$ cat src/rtl/multicycle_control_fsm_if.sv
// Control bundle between the multicycle RV32I control FSM and its datapath.
// master = control FSM, slave = datapath side.
interface multicycle_control_fsm_if;
  logic [6:0] opcode;
  logic       zero;
  logic       mem_ready;
  logic       pc_write;
  logic       adr_src;
  logic       mem_write;
  logic       mem_req;
  logic       ir_write;
  logic [1:0] result_src;
  logic [1:0] alu_src_a;
  logic [1:0] alu_src_b;
  logic [1:0] alu_mode;
  logic       reg_write;
  logic       illegal;
  logic [3:0] state_dbg;

  modport master (
    input  opcode, zero, mem_ready,
    output pc_write, adr_src, mem_write, mem_req, ir_write, result_src,
           alu_src_a, alu_src_b, alu_mode, reg_write, illegal, state_dbg
  );

  modport slave (
    output opcode, zero, mem_ready,
    input  pc_write, adr_src, mem_write, mem_req, ir_write, result_src,
           alu_src_a, alu_src_b, alu_mode, reg_write, illegal, state_dbg
  );
endinterface

$ cat src/rtl/multicycle_control_fsm.sv
// Main control FSM of the multicycle RV32I core: fetch/decode/execute/memory/
// writeback sequencing with a mem_ready stall handshake.
module multicycle_control_fsm (
  input  logic                      clk,
  input  logic                      reset,
  multicycle_control_fsm_if.master  bus
);

  localparam logic [6:0] OP_LW  = 7'b0000011;
  localparam logic [6:0] OP_SW  = 7'b0100011;
  localparam logic [6:0] OP_R   = 7'b0110011;
  localparam logic [6:0] OP_I   = 7'b0010011;
  localparam logic [6:0] OP_BEQ = 7'b1100011;
  localparam logic [6:0] OP_JAL = 7'b1101111;

  typedef enum logic [3:0] {
    S_FETCH    = 4'd0,
    S_DECODE   = 4'd1,
    S_MEMADR   = 4'd2,
    S_MEMREAD  = 4'd3,
    S_MEMWB    = 4'd4,
    S_MEMWRITE = 4'd5,
    S_EXECR    = 4'd6,
    S_EXECI    = 4'd7,
    S_ALUWB    = 4'd8,
    S_BEQ      = 4'd9,
    S_JAL      = 4'd10
  } state_t;

  state_t     r_state;
  state_t     w_next;
  logic       w_pc_write, w_adr_src, w_mem_write, w_mem_req, w_ir_write;
  logic       w_reg_write, w_illegal;
  logic [1:0] w_result_src, w_alu_src_a, w_alu_src_b, w_alu_mode;

  always_ff @(posedge clk) begin
    if (reset) r_state <= S_FETCH;
    else       r_state <= w_next;
  end

  always_comb begin
    w_next       = S_FETCH;
    w_pc_write   = 1'b0;
    w_adr_src    = 1'b0;
    w_mem_write  = 1'b0;
    w_mem_req    = 1'b0;
    w_ir_write   = 1'b0;
    w_reg_write  = 1'b0;
    w_illegal    = 1'b0;
    w_result_src = 2'b00;
    w_alu_src_a  = 2'b00;
    w_alu_src_b  = 2'b00;
    w_alu_mode   = 2'b00;
    unique case (r_state)
      S_FETCH: begin
        w_mem_req    = 1'b1;
        w_alu_src_b  = 2'b10;
        w_result_src = 2'b10;
        w_ir_write   = bus.mem_ready;
        w_pc_write   = bus.mem_ready;
        w_next       = bus.mem_ready ? S_DECODE : S_FETCH;
      end
      S_DECODE: begin
        w_alu_src_a = 2'b01;
        w_alu_src_b = 2'b01;
        unique case (bus.opcode)
          OP_LW, OP_SW: w_next = S_MEMADR;
          OP_R:         w_next = S_EXECR;
          OP_I:         w_next = S_EXECI;
          OP_BEQ:       w_next = S_BEQ;
          OP_JAL:       w_next = S_JAL;
          default: begin
            w_next    = S_FETCH;
            w_illegal = 1'b1;
          end
        endcase
      end
      S_MEMADR: begin
        w_alu_src_a = 2'b10;
        w_alu_src_b = 2'b01;
        w_next      = (bus.opcode == OP_SW) ? S_MEMWRITE : S_MEMREAD;
      end
      S_MEMREAD: begin
        w_mem_req = 1'b1;
        w_adr_src = 1'b1;
        w_next    = bus.mem_ready ? S_MEMWB : S_MEMREAD;
      end
      S_MEMWB: begin
        w_result_src = 2'b01;
        w_reg_write  = 1'b1;
      end
      S_MEMWRITE: begin
        w_mem_req   = 1'b1;
        w_adr_src   = 1'b1;
        w_mem_write = 1'b1;
        w_next      = bus.mem_ready ? S_FETCH : S_MEMWRITE;
      end
      S_EXECR: begin
        w_alu_src_a = 2'b10;
        w_alu_mode  = 2'b10;
        w_next      = S_ALUWB;
      end
      S_EXECI: begin
        w_alu_src_a = 2'b10;
        w_alu_src_b = 2'b01;
        w_alu_mode  = 2'b10;
        w_next      = S_ALUWB;
      end
      S_ALUWB: w_reg_write = 1'b1;
      S_BEQ: begin
        w_alu_src_a = 2'b10;
        w_alu_mode  = 2'b01;
        w_pc_write  = bus.zero;
      end
      S_JAL: begin
        w_alu_src_a = 2'b01;
        w_alu_src_b = 2'b10;
        w_pc_write  = 1'b1;
        w_next      = S_ALUWB;
      end
      default: w_next = S_FETCH;
    endcase
  end

  // Reset masks the outputs combinationally so strobes drop in the cycle reset rises.
  always_comb begin
    bus.pc_write   = w_pc_write  & ~reset;
    bus.adr_src    = w_adr_src   & ~reset;
    bus.mem_write  = w_mem_write & ~reset;
    bus.mem_req    = w_mem_req   & ~reset;
    bus.ir_write   = w_ir_write  & ~reset;
    bus.reg_write  = w_reg_write & ~reset;
    bus.illegal    = w_illegal   & ~reset;
    bus.result_src = reset ? 2'b00 : w_result_src;
    bus.alu_src_a  = reset ? 2'b00 : w_alu_src_a;
    bus.alu_src_b  = reset ? 2'b00 : w_alu_src_b;
    bus.alu_mode   = reset ? 2'b00 : w_alu_mode;
    bus.state_dbg  = reset ? 4'd0  : r_state;
  end

endmodule

$ cat src/flat_wrapper.sv
// flat-port wrapper written by rule: the top's interface ports become plain ports
module multicycle_control_fsm_flat 
  (clk, reset, bus_opcode, bus_zero, bus_mem_ready, bus_pc_write, bus_adr_src, bus_mem_write, bus_mem_req, bus_ir_write, bus_result_src, bus_alu_src_a, bus_alu_src_b, bus_alu_mode, bus_reg_write, bus_illegal, bus_state_dbg);
  multicycle_control_fsm_if bus_i ();
  input  logic clk;
  input  logic reset;
  input wire logic [$bits(bus_i.opcode)-1:0] bus_opcode;
  input wire logic [$bits(bus_i.zero)-1:0] bus_zero;
  input wire logic [$bits(bus_i.mem_ready)-1:0] bus_mem_ready;
  output wire logic [$bits(bus_i.pc_write)-1:0] bus_pc_write;
  output wire logic [$bits(bus_i.adr_src)-1:0] bus_adr_src;
  output wire logic [$bits(bus_i.mem_write)-1:0] bus_mem_write;
  output wire logic [$bits(bus_i.mem_req)-1:0] bus_mem_req;
  output wire logic [$bits(bus_i.ir_write)-1:0] bus_ir_write;
  output wire logic [$bits(bus_i.result_src)-1:0] bus_result_src;
  output wire logic [$bits(bus_i.alu_src_a)-1:0] bus_alu_src_a;
  output wire logic [$bits(bus_i.alu_src_b)-1:0] bus_alu_src_b;
  output wire logic [$bits(bus_i.alu_mode)-1:0] bus_alu_mode;
  output wire logic [$bits(bus_i.reg_write)-1:0] bus_reg_write;
  output wire logic [$bits(bus_i.illegal)-1:0] bus_illegal;
  output wire logic [$bits(bus_i.state_dbg)-1:0] bus_state_dbg;
  assign bus_i.opcode = bus_opcode;
  assign bus_i.zero = bus_zero;
  assign bus_i.mem_ready = bus_mem_ready;
  assign bus_pc_write = bus_i.pc_write;
  assign bus_adr_src = bus_i.adr_src;
  assign bus_mem_write = bus_i.mem_write;
  assign bus_mem_req = bus_i.mem_req;
  assign bus_ir_write = bus_i.ir_write;
  assign bus_result_src = bus_i.result_src;
  assign bus_alu_src_a = bus_i.alu_src_a;
  assign bus_alu_src_b = bus_i.alu_src_b;
  assign bus_alu_mode = bus_i.alu_mode;
  assign bus_reg_write = bus_i.reg_write;
  assign bus_illegal = bus_i.illegal;
  assign bus_state_dbg = bus_i.state_dbg;
  multicycle_control_fsm u_core (.clk(clk), .reset(reset), .bus(bus_i));
endmodule
$ cat config.mk
export PLATFORM = sky130hd
export DESIGN_NAME = multicycle_control_fsm_flat
export DESIGN_NICKNAME = d
export VERILOG_FILES = /design/src/rtl/multicycle_control_fsm_if.sv /design/src/rtl/multicycle_control_fsm.sv /design/src/flat_wrapper.sv
export SDC_FILE = /design/constraint.sdc
export NUM_CORES = 1
export LEC_CHECK = 0
export CAP_MARGIN = 20
export CORE_UTILIZATION = 43
export CTS_CLUSTER_DIAMETER = 150
export DETAILED_ROUTE_END_ITERATION = 7
export GPL_TIMING_DRIVEN = 0
export PLACE_DENSITY = 0.82
export SLEW_MARGIN = 20
export SYNTH_ARGS = -nofsm -noshare
export SYNTH_HDL_FRONTEND = slang
export SYNTH_SLANG_ARGS = --single-unit
$ cat constraint.sdc
create_clock -name clk -period 3.4 [get_ports clk]
set_input_delay 0.68 -clock clk [delete_from_list [all_inputs] [get_ports clk]]
set_output_delay 0.68 -clock clk [all_outputs]
set_load 0.02 [all_outputs]
### Yosys cells after proc, flatten, opt, wreduce, memory -nomap -nowiden

Cells that the tools add are included.

| storage, ports and cells | value |
|---|---|
| bits in registers | 4 |
| bits of input ports | 11 |
| output and inout bits | 19 |
| logic and storage cells | 60 |

| operators by class | value |
|---|---|
| equality and inequality tests | 16 |
| multiplexer cells | 23 |
| bitwise logic cells | 8 |
| reductions and logical operators | 12 |

Operators by type and width:

| operator | count |
|---|---|
| $pmux W4 S6 | 1 |
| $pmux W4 S5 | 1 |
| $eq A4 B3 Y1 const B | 4 |
| $pmux W2 S2 | 4 |
| $eq A7 B6 Y1 const B | 2 |
| $eq A7 B7 Y1 const B | 2 |
| $eq A4 B4 Y1 const B | 3 |
| $reduce_or A2 Y1 | 6 |
| $mux W3 | 3 |
| $reduce_or A3 Y1 | 3 |
| $eq A4 B2 Y1 const B | 2 |
| $mux W1 | 8 |
| $mux W2 | 4 |
| $and A1 B1 Y1 | 7 |
| $eq A7 B2 Y1 const B | 1 |
| $eq A7 B5 Y1 const B | 1 |
| $reduce_or A6 Y1 | 1 |
| $eq A4 B1 Y1 const B | 1 |
| $logic_not A4 Y1 | 1 |
| $mux W4 | 1 |
| $reduce_or A4 Y1 | 1 |
| $pmux W1 S3 | 1 |
| $not A1 Y1 | 1 |

### Depth between registers and ports, before layout

| logic depth | value |
|---|---|
| word-level depth | 5 |
| mapped depth | 5 |

### Worst setup path after synthesis

Ideal clock, no wire load.

| path | value |
|---|---|
| kind | input -> output |
| start | input port bus_opcode[3] |
| end | output port bus_illegal |
| arrival time | 1.607 ns |
| path slack | 1.113 ns |
| cell stages on the path | 3 |
| buffers on the path | 0 |
| cell sequence | xor2_1 -> nor3_2 -> nor4_1 |

| between the ends | value |
|---|---|
| longest elaborated chain between the ends | 5 |
| elaborated cells between the ends (all ways) | 10 |
| those cells by class | 6 x eq/ne; 2 x mux; 1 x bitwise; 1 x reduce/logical |

Ends and longest elaborated chain:

| element | RTL line | RTL |
|---|---|---|
| start: declaration | flat_wrapper.sv:7 | `input wire logic [$bits(bus_i.opcode)-1:0] bus_opcode;` |
| $eq A7 B2 Y1 (tied with other cells) | multicycle_control_fsm.sv:66 | `unique case (bus.opcode)` |
| $reduce_or A6 Y1 (no line) * | - |  |
| $mux W1 * | multicycle_control_fsm.sv:66 |  |
| $mux W1 * | multicycle_control_fsm.sv:54 | `unique case (r_state)` |
| $and A1 B1 Y1 * | multicycle_control_fsm.sv:133 | `bus.illegal = w_illegal & ~reset;` |
| end: declaration | flat_wrapper.sv:20 | `output wire logic [$bits(bus_i.illegal)-1:0] bus_illegal;` |

Mark *: on every way between the ends. The rest lies on a longest branch, timed or not.

### Final worst setup path

| path | value |
|---|---|
| start | input port reset |
| end | output port bus_illegal |

| between the ends | value |
|---|---|
| longest elaborated chain between the ends | 2 |

Ends and longest elaborated chain:

| element | RTL line | RTL |
|---|---|---|
| start: declaration | flat_wrapper.sv:6 | `input logic reset;` |
| $not A1 Y1 | multicycle_control_fsm.sv:133 |  |
| $and A1 B1 Y1 | multicycle_control_fsm.sv:133 |  |

Every way passes these cells.

==> run metrics <==
run status=finished, final reports clean; register bit count reported by yosys=4; combinational share of power=0.387; critical path arrival=2550 ps; sequential share of the synthesized area=0.124; ANT cells=0; Core Region=1350 um2; vias in the first global route=621; Max clock buf depth=2; Pwr Total=0.172 mW; max_slew headroom=0.727; Yosys warnings=0; Min-Delay Path Class=reg -> reg; CTS Hold Bufs=0; Most Crowded Layer GR=met2; Fmax achieved=between 300 and 400 MHz; Layout area overhead=51.4%; number of synthesized flops with an enable pin=0; Via Count=731; Reg clk slew, reported paths=40 ps; Placed Area=955 um2; die area=1660 um2; # nets final=132; post-layout util=0.724; DIE WIDTH=~41 um; Std-Cell Rows=13; cell count after synthesis=87; # setup viols final=0; r2r worst-path depth=4; post-CTS resize count=0; root buffer cell=clkbuf_4; Netlist cell types=44; 1st-iter DRT viols=18; Ports=30; Die H=40.8 um; Hold Path Cell Cnt=3; First-pass DRT Iterations=4; max-cap violations=0; GRT met2 Usage=0.417; later-pin clock latency in the skew report=230 ps; Fin. Hold Viols=0; antenna violations before repair=0; Routed Antenna Nets=0; RD Place Congestion=0.877; DR vias/cell=5.46; Hold Path Origin=u_core.r_state[2]; Setup Buffers After CTS=0; Reg with most FFs=u_core.r_state; total congestion overflow=0; mapped cell area=around 650 um2; Final Routed Wirelength=1680 um; first-pass GRT wire length=between 2000 and 3000 um; ys flop type=dfxtp_1; cell-internal power=0.122 mW; IO buf count=29; Critical Path RT=2720 ps; All-Layer GR Usage=0.229; DP HPWL=1330 um; Clock Sinks=4; max reg flops=4; Reg-to-Reg End=u_core.r_state[3]; met1 usage=0.296; cell taking the most area after synthesis=dfxtp_1; R2R setup slack=approximately 2200 ps; FFs w/ async S/R, synth=0; H-tree levels=1; Layout Skew=3.46 ps; post-DR wirelength/cell=between 10 and 15 um; Fill cells=116; met3 GRT Util=0.0163; Max IR drop VDD=0.198 mV; Inserted Clock Buffers=3; CTS tree=built; Worst R2R Start=u_core.r_state[2]; CP Max Fanout=10; DRC violations left=0; power per cell area=176 nW/um2; CP Class=in -> out; initial cell density of the core=0.478; CP startpoint kind=primary input; fin. max-slew vios=0; layout cell share with drive strength beyond 1=0.160; final non-filler cell total=134; Reg power frac=0.288; Sw Ratio=0.292; mean area per synthesized cell=between 7 and 8 um2; Design Area, Final=977 um2; synth top area cells=dfxtp_1 (12%), nor2b_1 (6.8%), a21oi_1 (5.4%), buf_6 (5.2%), nand2_1 (4.1%); largest net degree at the start of global routing=11; placed cells=131; NetSw=0.0501 mW; Final min period=3230 ps; setup TNS=0 ps; final critical-path share of the clock period=0.951; biggest regs=u_core.r_state: 4 flops; Worst setup EP type=output port; clock group share of total power=0.324; post-synth top area share=0.124; hold endpoint=u_core.r_state[0]; synthesized net count=98; P_leak=between 0.3 and 0.4 nW; RSZ-0062 raised after global routing=false; transition time of the tightest slew-check pin=a little over 400 ps
cell usage after synthesis (2+ instances only):
master    instances
nor2_1            4
a21oi_1           7
nor2b_1           7
nand2b_1          4
o21ai_0           3
and3_1            2
nor4_1            3
nor3_1            5
dfxtp_1           4
nand3_1           3
xor2_1            2
nand2_1           7
buf_6             3
a21o_1            2
nand3b_1          2
cells in the final DEF (no fill, tap or decap), types with 2 or more instances in the layout:
| master | n |
|---|---|
| and3_1 | 2 |
| clkdlybuf4s50_1 | 29 |
| a21o_1 | 2 |
| nor2_1 | 4 |
| nor4_1 | 3 |
| dfxtp_1 | 4 |
| nor2b_1 | 7 |
| nand2b_1 | 4 |
| xor2_1 | 2 |
| buf_6 | 3 |
| o21ai_0 | 3 |
| clkbuf_4 | 3 |
| nor3_1 | 5 |
| nand3_1 | 3 |
| nand3b_1 | 2 |
| a21oi_1 | 7 |
| nand2_1 | 7 |
metrics by stage:
step	hold slack, ps	setup slack, ps
after floorplan	596	1110
after global placement	649	183
after detailed placement	655	202
after CTS	664	203
after global routing	683	117
final	653	165
critical path: stages:
cell,delay (ps)
clkdlybuf4s50_1,550
clkbuf_1,280
nor4_1,370
clkdlybuf4s50_1,670
cell type report:
| class | count | area (um2) | area share |
|---|---|---|---|
| Buffer | 6 | 50.0 | 0.0512 |
| Timing Repair Buffer | 29 | 290 | 0.297 |
| Tap cell | 15 | 18.8 | 0.0192 |
| Clock buffer | 3 | 22.5 | 0.0230 |
| Sequential cell | 4 | 80.1 | 0.0819 |
| Inverter | 1 | 3.75 | 0.00384 |
| Multi-Input combinational cell | 76 | 512 | 0.524 |
worst max-delay path by stage:
stage                        from      endpoint  depth (start not counted)
floorplan           bus_opcode[3]   bus_illegal                          3
global placement            reset   bus_illegal                          4
detailed placement          reset   bus_mem_req                          5
CTS                         reset   bus_mem_req                          5
global route                reset  bus_ir_write                          5
finish                      reset   bus_illegal                          4
power by group through the flow:
stage                     clock network [mW]  registers (mW)  logic (mW)
final                                 0.0556          0.0495      0.0665
after global routing                  0.0612          0.0497      0.0724
after CTS                             0.0569          0.0495      0.0665
after detailed placement                   0          0.0502      0.0665
after global placement                     0          0.0502      0.0653
after floorplan                            0          0.0498      0.0348
per-layer routing:
metal	vias to the layer above	routed length (um)
li1	381	-
met1	317	773
met2	31	831
met3	2	64
met4	0	10
met5	-	0
cell families (layout without fill, tap and decap cells):
group | after synthesis | count (layout) | share of synthesized area
and+or+nand+nor | 52 | 52 | 0.523
DFF | 4 | 4 | 0.124
xor gates and xnor gates | 3 | 3 | 0.0407
buffers and inverters | 7 | 39 | 0.0833
AOI/OAI and AO/OA | 21 | 21 | 0.229
Note: power is estimated with default switching activity, not from simulation.
==> RTL edit: new RTL, same flow settings <==
Make the reset (`reset`) asynchronous in one clocked block.
--- a/src/rtl/multicycle_control_fsm.sv
+++ b/src/rtl/multicycle_control_fsm.sv
@@ -34,5 +34,5 @@
   logic [1:0] w_result_src, w_alu_src_a, w_alu_src_b, w_alu_mode;
 
-  always_ff @(posedge clk) begin
+  always_ff @(posedge clk or posedge reset) begin
     if (reset) r_state <= S_FETCH;
     else       r_state <= w_next;
Behaviour: same outputs for any inputs over 10 cycles, from zero or initial values and one cycle with reset high; that may be too few to reach the edited logic, so the function may still have changed.
==> RTL edit against the original RTL <==
  * Sequential cell count is the same
  * Fmax grew 2.1%
  * Register-to-register slack lost 140 ps
  * Final area shrank 3.8%
  * Wire length grew 5.5%
  * Synthesized area shrank 5.8%
  * Synthesized cell count shrank 2.3%
  * Worst hold slack gained 160 ps
  * Critical endpoint is now bus_ir_write
  * Setup slack gained 67 ps
Power is not compared: it rests on default switching activity, and its combinational part moved more than twofold at a synthesized area within 25%.
==> RTL edit: results (changes against the original RTL) <==
- First DRT Iteration DRCs: 19 (was 18)
- # diodes: 0 (unchanged)
- Post-route clock skew: 5.698 ps (was 3.455 ps)
- Post-CTS sizing: 0 (unchanged)
- Crit-path max FO: 7 (was 10)
- Final Hold Fails: 0 (unchanged)
- Biggest regs: u_core.r_state x4 (unchanged)
- CP max stage delay: 600 ps (was 670 ps)
- Nets: 130 (was 132)
- H-tree levels: 1 (unchanged)
- Worst-margin pin slew: 476.7 ps (was 409.3 ps)
- Leakage Power: 0.0003561 µW
- First-pass GRT wire length: 2725 µm (was 2635 µm)
- DRT antenna net count: 0 (unchanged)
- Fillers: 111 (was 116)
- Sequential fraction of the synthesis area: 16.46% (was 12.40%)
- Outcome: completed (unchanged)
- Synth top cells by count: 8 x nand2b_1, 7 x a21oi_1, 7 x nor2_1 (was 7 x a21oi_1, 7 x nand2_1, 7 x nor2b_1)
- Largest cells by area after synthesis: dfrtp_1 16%, nand2b_1 8.2%, a21oi_1 5.8% (was dfxtp_1 12%, nor2b_1 6.8%, a21oi_1 5.4%)
- Pin count of the biggest net entering global routing: 11 (unchanged)
- Place WS: 230.6 ps (was 202.4 ps)
- GPL Wtd Cong: 0.8297 (was 0.8774)
- Root Buffer: clkbuf_4 (unchanged)
- Average size of a mapped cell: 7.154 µm² (was 7.421 µm²)
- DR pass1 iterations: 4 (unchanged)
- Cell variety after synth: 39 (was 44)
- Vias in the first global route: 668 (was 621)
- Area after DPL: 917.1 µm² (was 954.7 µm²)
- CTS Buffer Depth: 2 (unchanged)
- Worst vdd ir: 0.1370 mV
- Worst min-delay path class: in2async (was reg2reg)
- Top_reg_cell synth: dfrtp_1 (was dfxtp_1)
- Post-DP HPWL: 1353 µm (was 1329 µm)
- Share of layout cells above drive strength 1: 11.97% (was 15.97%)
- Drt wl/cell: 13.42 µm (was 12.53 µm)
- Fraction of registers with async set or reset after synthesis: 100.0% (was 0%)
- Slowest cell on crit path: clkdlybuf4s50_1 (unchanged)
- Register clock-pin slew on the reported worst setup and hold paths: 40 ps (about the same)
- Routed vias: 768 (was 731)
- Finished Layout Cells: 132 (was 134)
- Gr usage total: 25.73% (was 22.89%)
- Syn nets: 96 (was 98)
-- RTL edit: cell families after synthesis --
| logic type | synth area share, % |
|---|---|
| flip-flops | 16.46 |
| AND/OR/NAND/NOR | 52.06 |
| XOR/XNOR | 2.881 |
| AO/OA/AOI/OAI | 22.22 |
| buffers and inverters | 6.377 |
-- RTL edit: layer usage --
metal  GRT usage, %  vias up  wire length, µm
li1               -      376                -
met4          10.34        0                9
met3          3.977        3               85
met2          49.59       35              927
met1          26.78      354              750
met5              0        -                0
-- RTL edit: worst paths after layout --
kind | to | startpoint | slack, ps | depth (start not counted)
worst max-delay path | bus_ir_write | reset | 230 | 5
worst min-delay path | u_core.r_state[3] | reset | 810 | 2
worst max register to register | u_core.r_state[0] | u_core.r_state[2] | 2020 | 5
worst min register to register | u_core.r_state[2] | u_core.r_state[0] | 810 | 3
max in group asynchronous | u_core.r_state[0] | reset | 2400 | 2
min in group clk | u_core.r_state[2] | u_core.r_state[0] | 810 | 3
-- RTL edit: critical path, delay by kind of cell --
| family | cells | cell delay [ps] |
|---|---|---|
| simple gates | 3 | 690 |
| buf+inv | 2 | 1110 |
-- RTL edit: where the power goes --
group | total, µW | switching [µW] | internal, µW
Sequential | 57.3 | 5.76 | 51.6
Combinational | 150 | 77.6 | 72.3
Clock | 60.9 | 21.3 | 39.6
Total | 268 | 105 | 163
-- RTL edit: final cells by class --
type | instances | area, µm² | share of cell area, %
Buffer | 7 | 35.03 | 3.728
Multi-Input combinational cell | 73 | 469.2 | 49.93
Tap cell | 15 | 18.77 | 1.997
Sequential cell | 4 | 100.1 | 10.65
Clock buffer | 3 | 22.52 | 2.397
Inverter | 1 | 3.754 | 0.3995
Timing Repair Buffer | 29 | 290.3 | 30.89
-- RTL edit: metrics by stage --
step	hold slack [ps]	total power, µW
final	809.1	268.1
after global routing	819.7	285.2
after CTS	810.8	267.4
after detailed placement	807.5	206.6
after global placement	806.3	203.1
after floorplan	451.4	145.9
